`src/rtl/umi_reg_arbiter.sv`:
```
// Round-robin arbiter sharing one register/SRAM port between N requesters; read data returns RDLAT+1 cycles after acceptance.
// Define UMI_REG_ARB_LOCK_EN to let a requester hold the grant across transactions via req_lock.
module umi_reg_arbiter #(
   parameter int N     = 2,
   parameter int AW    = 64,
   parameter int RW    = 32,
   parameter int RDLAT = 1
) (
   input  logic            clk,
   input  logic            nreset,
   input  logic [N-1:0]    req_valid,
   input  logic [N-1:0]    req_write,
   input  logic [N-1:0]    req_lock,
   input  logic [N*AW-1:0] req_addr,
   input  logic [N*RW-1:0] req_wrdata,
   output logic [N-1:0]    req_ready,
   output logic [N-1:0]    rsp_valid,
   output logic [RW-1:0]   rsp_rddata,
   output logic [AW-1:0]   reg_addr,
   output logic            reg_write,
   output logic            reg_read,
   output logic [RW-1:0]   reg_wrdata,
   input  logic [RW-1:0]   reg_rddata
);

   localparam int IW = (N > 1) ? $clog2(N) : 1;

   logic [IW-1:0] ptr_q, ptr_d;
   logic [IW-1:0] gidx;
   logic [IW-1:0] cand;
   logic          found;
   logic          accept;

   logic [AW-1:0] reg_addr_q;
   logic [RW-1:0] reg_wrdata_q;
   logic          reg_write_q;
   logic          reg_read_q;
   logic [IW-1:0] reg_id_q;

   logic [RDLAT-1:0] pipe_vld_q;
   logic [IW-1:0]    pipe_id_q [RDLAT];

`ifdef UMI_REG_ARB_LOCK_EN
   logic          lock_q, lock_d;
   logic [IW-1:0] lock_id_q, lock_id_d;
`else
   logic          unused_lock;
   assign unused_lock = ^req_lock;
`endif

   // Search starts one past the last winner so every requester gets a turn.
   always_comb begin
      found = 1'b0;
      gidx  = ptr_q;
      cand  = '0;
      for (int k = 1; k <= N; k++) begin
         cand = IW'((int'(ptr_q) + k) % N);
         if (!found && req_valid[cand]) begin
            found = 1'b1;
            gidx  = cand;
         end
      end
`ifdef UMI_REG_ARB_LOCK_EN
      if (lock_q) begin
         found = req_valid[lock_id_q];
         gidx  = lock_id_q;
      end
`endif
   end

   always_comb begin
      req_ready = '0;
      for (int i = 0; i < N; i++) begin
         req_ready[i] = found & nreset & (gidx == IW'(i));
      end
   end

   assign accept = |req_ready;
   assign ptr_d  = accept ? gidx : ptr_q;

`ifdef UMI_REG_ARB_LOCK_EN
   always_comb begin
      lock_d    = lock_q;
      lock_id_d = lock_id_q;
      if (accept) begin
         lock_d    = req_lock[gidx];
         lock_id_d = gidx;
      end
   end

   always_ff @(posedge clk or negedge nreset) begin
      if (!nreset) begin
         lock_q    <= 1'b0;
         lock_id_q <= '0;
      end else begin
         lock_q    <= lock_d;
         lock_id_q <= lock_id_d;
      end
   end
`endif

   always_ff @(posedge clk or negedge nreset) begin
      if (!nreset) begin
         ptr_q        <= IW'(N - 1);
         reg_addr_q   <= '0;
         reg_wrdata_q <= '0;
         reg_write_q  <= 1'b0;
         reg_read_q   <= 1'b0;
         reg_id_q     <= '0;
      end else begin
         ptr_q       <= ptr_d;
         reg_write_q <= accept & req_write[gidx];
         reg_read_q  <= accept & ~req_write[gidx];
         if (accept) begin
            reg_addr_q   <= req_addr[gidx*AW +: AW];
            reg_wrdata_q <= req_wrdata[gidx*RW +: RW];
            reg_id_q     <= gidx;
         end
      end
   end

   // Requester ID follows the read strobe so it lines up with reg_rddata.
   always_ff @(posedge clk or negedge nreset) begin
      if (!nreset) begin
         pipe_vld_q <= '0;
         for (int i = 0; i < RDLAT; i++) pipe_id_q[i] <= '0;
      end else begin
         pipe_vld_q[0] <= reg_read_q;
         pipe_id_q[0]  <= reg_id_q;
         for (int i = 1; i < RDLAT; i++) begin
            pipe_vld_q[i] <= pipe_vld_q[i-1];
            pipe_id_q[i]  <= pipe_id_q[i-1];
         end
      end
   end

   always_comb begin
      rsp_valid = '0;
      for (int i = 0; i < N; i++) begin
         rsp_valid[i] = pipe_vld_q[RDLAT-1] & (pipe_id_q[RDLAT-1] == IW'(i));
      end
   end

   assign rsp_rddata = reg_rddata;
   assign reg_addr   = reg_addr_q;
   assign reg_wrdata = reg_wrdata_q;
   assign reg_write  = reg_write_q;
   assign reg_read   = reg_read_q;

endmodule

```
`config.mk`:
```
export PLATFORM = sky130hd
export DESIGN_NAME = umi_reg_arbiter
export DESIGN_NICKNAME = d
export VERILOG_FILES = /design/src/rtl/umi_reg_arbiter.sv
export SDC_FILE = /design/constraint.sdc
export NUM_CORES = 1
export LEC_CHECK = 0
export CAP_MARGIN = 20
export CELL_PAD_IN_SITES_DETAIL_PLACEMENT = 0
export CELL_PAD_IN_SITES_GLOBAL_PLACEMENT = 2
export CORE_AREA = 2 2 141 143
export DETAILED_ROUTE_END_ITERATION = 16
export DIE_AREA = 0 0 143 145
export DONT_BUFFER_PORTS = 1
export PLACE_DENSITY = 0.65
export SETUP_SLACK_MARGIN = 0.2
export SYNTH_ARGS = -nofsm -noshare
export SYNTH_HDL_FRONTEND = slang
export SYNTH_SLANG_ARGS = --single-unit
```
`constraint.sdc`:
```
create_clock -name clk -period 4.83 [get_ports clk]
set_input_delay 0.966 -clock clk [delete_from_list [all_inputs] [get_ports clk]]
set_output_delay 0.966 -clock clk [all_outputs]
set_load 0.03 [all_outputs]
```
==> out/summary.md <==
• built — clock tree from TritonCTS
• 102 — total of flip-flops plus latches after synthesis
• nand2b_1 > and3_4 — cells along the critical path
• 468 nW/um^2 — power per standard cell area
• met2 — GRT busiest layer
• reg_addr[61]$_DFFE_PN0P_ — r2r endpoint
• 2.62 ns — register-to-register path setup slack
• 145 um — Vert. Die Dim
• 2550 sq um — sequential standard cell area
• 0 — Warnings, synthesis
• sky130_fd_sc_hd__and3_4 — Max stage delay cell, worst path
• 1670 sq um — area of the multi-input gates
• 102 — sinks on the clock net
• 3.86 ns — data required time at the worst endpoint
• 18100 um — wire length of the first global-routing pass
• 9 — number of clock buffers inserted by TritonCTS
• 3196 — via count of the first global-routing pass
• sky130_fd_sc_hd__dfrtp_1 55%, sky130_fd_sc_hd__a221o_1 21%, sky130_fd_sc_hd__and2_1 13% — largest cells by area after synthesis
• input port to asynchronous set/reset pin — type of the tightest min-delay check
• false — unrepaired setup endpoints after global routing
• ptr_q$_DFFE_PN1P_ — launching point of the worst reg2reg path
• 19200 sq um — core region area
• 0.07 ns — Reg clk slew, reported paths
• 51 — number of core rows
• 607 — Mapped Nets
• sky130_fd_sc_hd__dfrtp_1 — most frequently used cell type in the post-synthesis netlist
• 0 — Resize count post-CTS
• 1.34 ns — signal arrival time at the worst endpoint
• 20.6 um — detailed-route wire length per cell
• 0 — post-route ant nets
• 0 — number of port buffers
• 123 uV — peak supply drop
• 5 — worst-path maximum fanout
• 4 — number of detailed-route iterations in the first pass
• 366 — Top-Level Pins
• 29.6% — worst-case headroom to the max-slew limit
• 120 — iteration-0 DRC count of the detailed router
• 4 — r2r worst-path depth
• 4630 sq um — Synth Cell Area
• 0 — number of failing hold endpoints at the final stage
• sky130_fd_sc_hd__dfrtp_1 — dominant register cell in the synthesized netlist
• 0 — number of slew-limit violations in the final report
• 0 — number of DRC violations after detailed routing
• 101 x sky130_fd_sc_hd__dfrtp_1, 97 x sky130_fd_sc_hd__and2_1, 96 x sky130_fd_sc_hd__a221o_1, 32 x sky130_fd_sc_hd__buf_4, 18 x sky130_fd_sc_hd__clkbuf_1 — most numerous cell types in the synthesized netlist
• 6.67% — fraction of final layout cells sized beyond drive strength 1
• 12.4 sq um — post-synthesis area per instance
• 0.434 GHz — top achievable clock speed
• 0 ns — summed negative setup slack over all endpoints
• 0.35 ns — clock insertion delay at the later pin of the skew report
• 0 — hold_buf cts
• 375 — cells after synthesis
• 3033 — total number of vias
• input port — Critical Path Start Type
• 0 — Post-synth EDFFs
• 0 — final global-route overflow total
• 595 — post-route insts no fill
• 0.27 ns — largest stage delay on the critical path
• 2.04 nW — leakage dissipation
• 54.6% — share of Yosys cell area claimed by the top area cell type
• 557 — final net count
• 579 — placed insts
• 2.31 ns — crit path time final
• 1994 — Layout fillers
• 3.86% — global routing met3 resource utilization
• 20700 sq um — overall die area
• output pin — type of destination of the critical path
• 3 — level count of the clock H-tree
• 24.1% — initial core utilization
• sky130_fd_sc_hd__clkbuf_16 — CTS root buffer
• 143 um — width of the die
• 0 — final setup violation count
• 55.1% — sequential area share after synthesis
• sky130_fd_sc_hd__dfrtp_1 — post-synthesis cell type with the largest combined area
• 0.0105 ns — Final Skew
• 0 — Critical path buffers and inverters
• 1.06 ns — transition time at the pin with the least slew margin
• 0 — MaxCap Viol Count
• 0 — Inserted Diodes
• 108 — largest net degree at the start of global routing
• simple AND/OR/NAND/NOR gates — delay-heaviest family, CP
• 0.769 — routability congestion estimate from global placement
• 8480 um — detailed-placement wirelength estimate
• finished, final reports clean — result of the run
• 100% — asr flop ratio synth
• 2 — worst-case clock buffer depth
• 5.10 — detail-routed via count per cell
• 5.13% — synthesis-to-layout area growth
• 47.7% — final cycle utilization of the critical path
• 19 — number of distinct library cells after synthesis
• 12300 um — final wirelength
• 11.3% — GRT Overall Usage
• 11.7% — met1 track utilization from global routing
• input port to output pin — type of the worst setup path
• 0 — number of antenna violations at the first check in global routing
• 0 — total setup buffers inserted after CTS
• 20.1% — global routing usage on met2
cell usage in the layout (no fill, tap or decap):
cell / netlist / layout
sky130_fd_sc_hd__nand2b_1: 1 / 1
sky130_fd_sc_hd__and2_1: 97 / 97
sky130_fd_sc_hd__a21oi_1: 2 / 2
sky130_fd_sc_hd__inv_6: 0 / 3
sky130_fd_sc_hd__buf_4: 32 / 3
sky130_fd_sc_hd__nand3b_1: 2 / 2
sky130_fd_sc_hd__clkbuf_1: 18 / 1
sky130_fd_sc_hd__dfrtp_1: 101 / 101
sky130_fd_sc_hd__clkbuf_8: 0 / 1
sky130_fd_sc_hd__clkbuf_16: 0 / 9
sky130_fd_sc_hd__a221o_1: 96 / 96
sky130_fd_sc_hd__a21boi_0: 2 / 2
sky130_fd_sc_hd__clkinv_2: 0 / 1
sky130_fd_sc_hd__o21ai_4: 0 / 1
sky130_fd_sc_hd__nand3_1: 2 / 2
sky130_fd_sc_hd__and3_4: 0 / 2
sky130_fd_sc_hd__inv_1: 2 / 2
sky130_fd_sc_hd__nor2b_1: 1 / 1
sky130_fd_sc_hd__clkinv_4: 0 / 1
sky130_fd_sc_hd__nand2_1: 1 / 1
sky130_fd_sc_hd__dfstp_2: 1 / 1
where the power goes:
part	total [W]	switching, W	internal [W]
clock network	0.000705	0.000335	0.000370
registers	0.00132	0.000346	0.000978
logic	0.000249	0.000109	0.000140
total	0.00228	0.000790	0.00149
flip-flops by register name, summed over array words and instances, names as in the netlist:
name and cells:
pipe_id_q 1, pipe_vld_q 1, ptr_q 1, reg_addr 64, reg_id_q 1, reg_read 1, reg_wrdata 32, reg_write 1
metrics by stage:
| step | cell area (sq um) | total power, W | utilization, % | setup WS, ns | hold WS, ns |
|---|---|---|---|---|---|
| final | 4870 | 0.00228 | 25.4 | 2.52 | 0.304 |
| after detailed placement | 4590 | 0.00159 | 23.9 | 2.14 | 0.366 |
| after global routing | 4870 | 0.00239 | 25.4 | 2.41 | 0.277 |
| after floorplan | 4630 | 0.00157 | - | 2.24 | 0.354 |
| after CTS | 4870 | 0.00232 | 25.4 | 2.52 | 0.280 |
| after global placement | 4590 | 0.00158 | 23.9 | 2.22 | 0.367 |
cell families after synthesis:
| group | count (synthesis) | synth area share (%) |
|---|---|---|
| AO/OA/AOI/OAI | 101 | 21.5 |
| AND/OR/NAND/NOR | 106 | 14.3 |
| buffers and inverters | 66 | 9.15 |
| flip-flops | 102 | 55.1 |
layer usage:
metal	up-vias	share of wire [%]
met5	-	0
met4	0	2.4
met3	25	10
met2	254	52
met1	1483	35
li1	1271	-
layout make-up:
type | instances | share of cell area, %
Sequential cell | 102 | 52.4
Multi-Input combinational cell | 207 | 34.3
Tap cell | 265 | 6.81
Clock buffer | 11 | 4.98
Clock inverter | 5 | 0.822
Timing Repair Buffer | 3 | 0.462
Inverter | 2 | 0.154
worst max-delay path by stage:
stage	from	end	cells past startpoint
final	req_valid[1]	req_ready[0]	2
after global routing	req_valid[0]	reg_addr[28]$_DFFE_PN0P_	4
after CTS	req_valid[0]	reg_addr[23]$_DFFE_PN0P_	4
after detailed placement	req_valid[0]	reg_addr[23]$_DFFE_PN0P_	4
after global placement	req_valid[0]	reg_addr[26]$_DFFE_PN0P_	4
after floorplan	req_valid[1]	req_ready[0]	4
(Power assumes the default switching activity.)
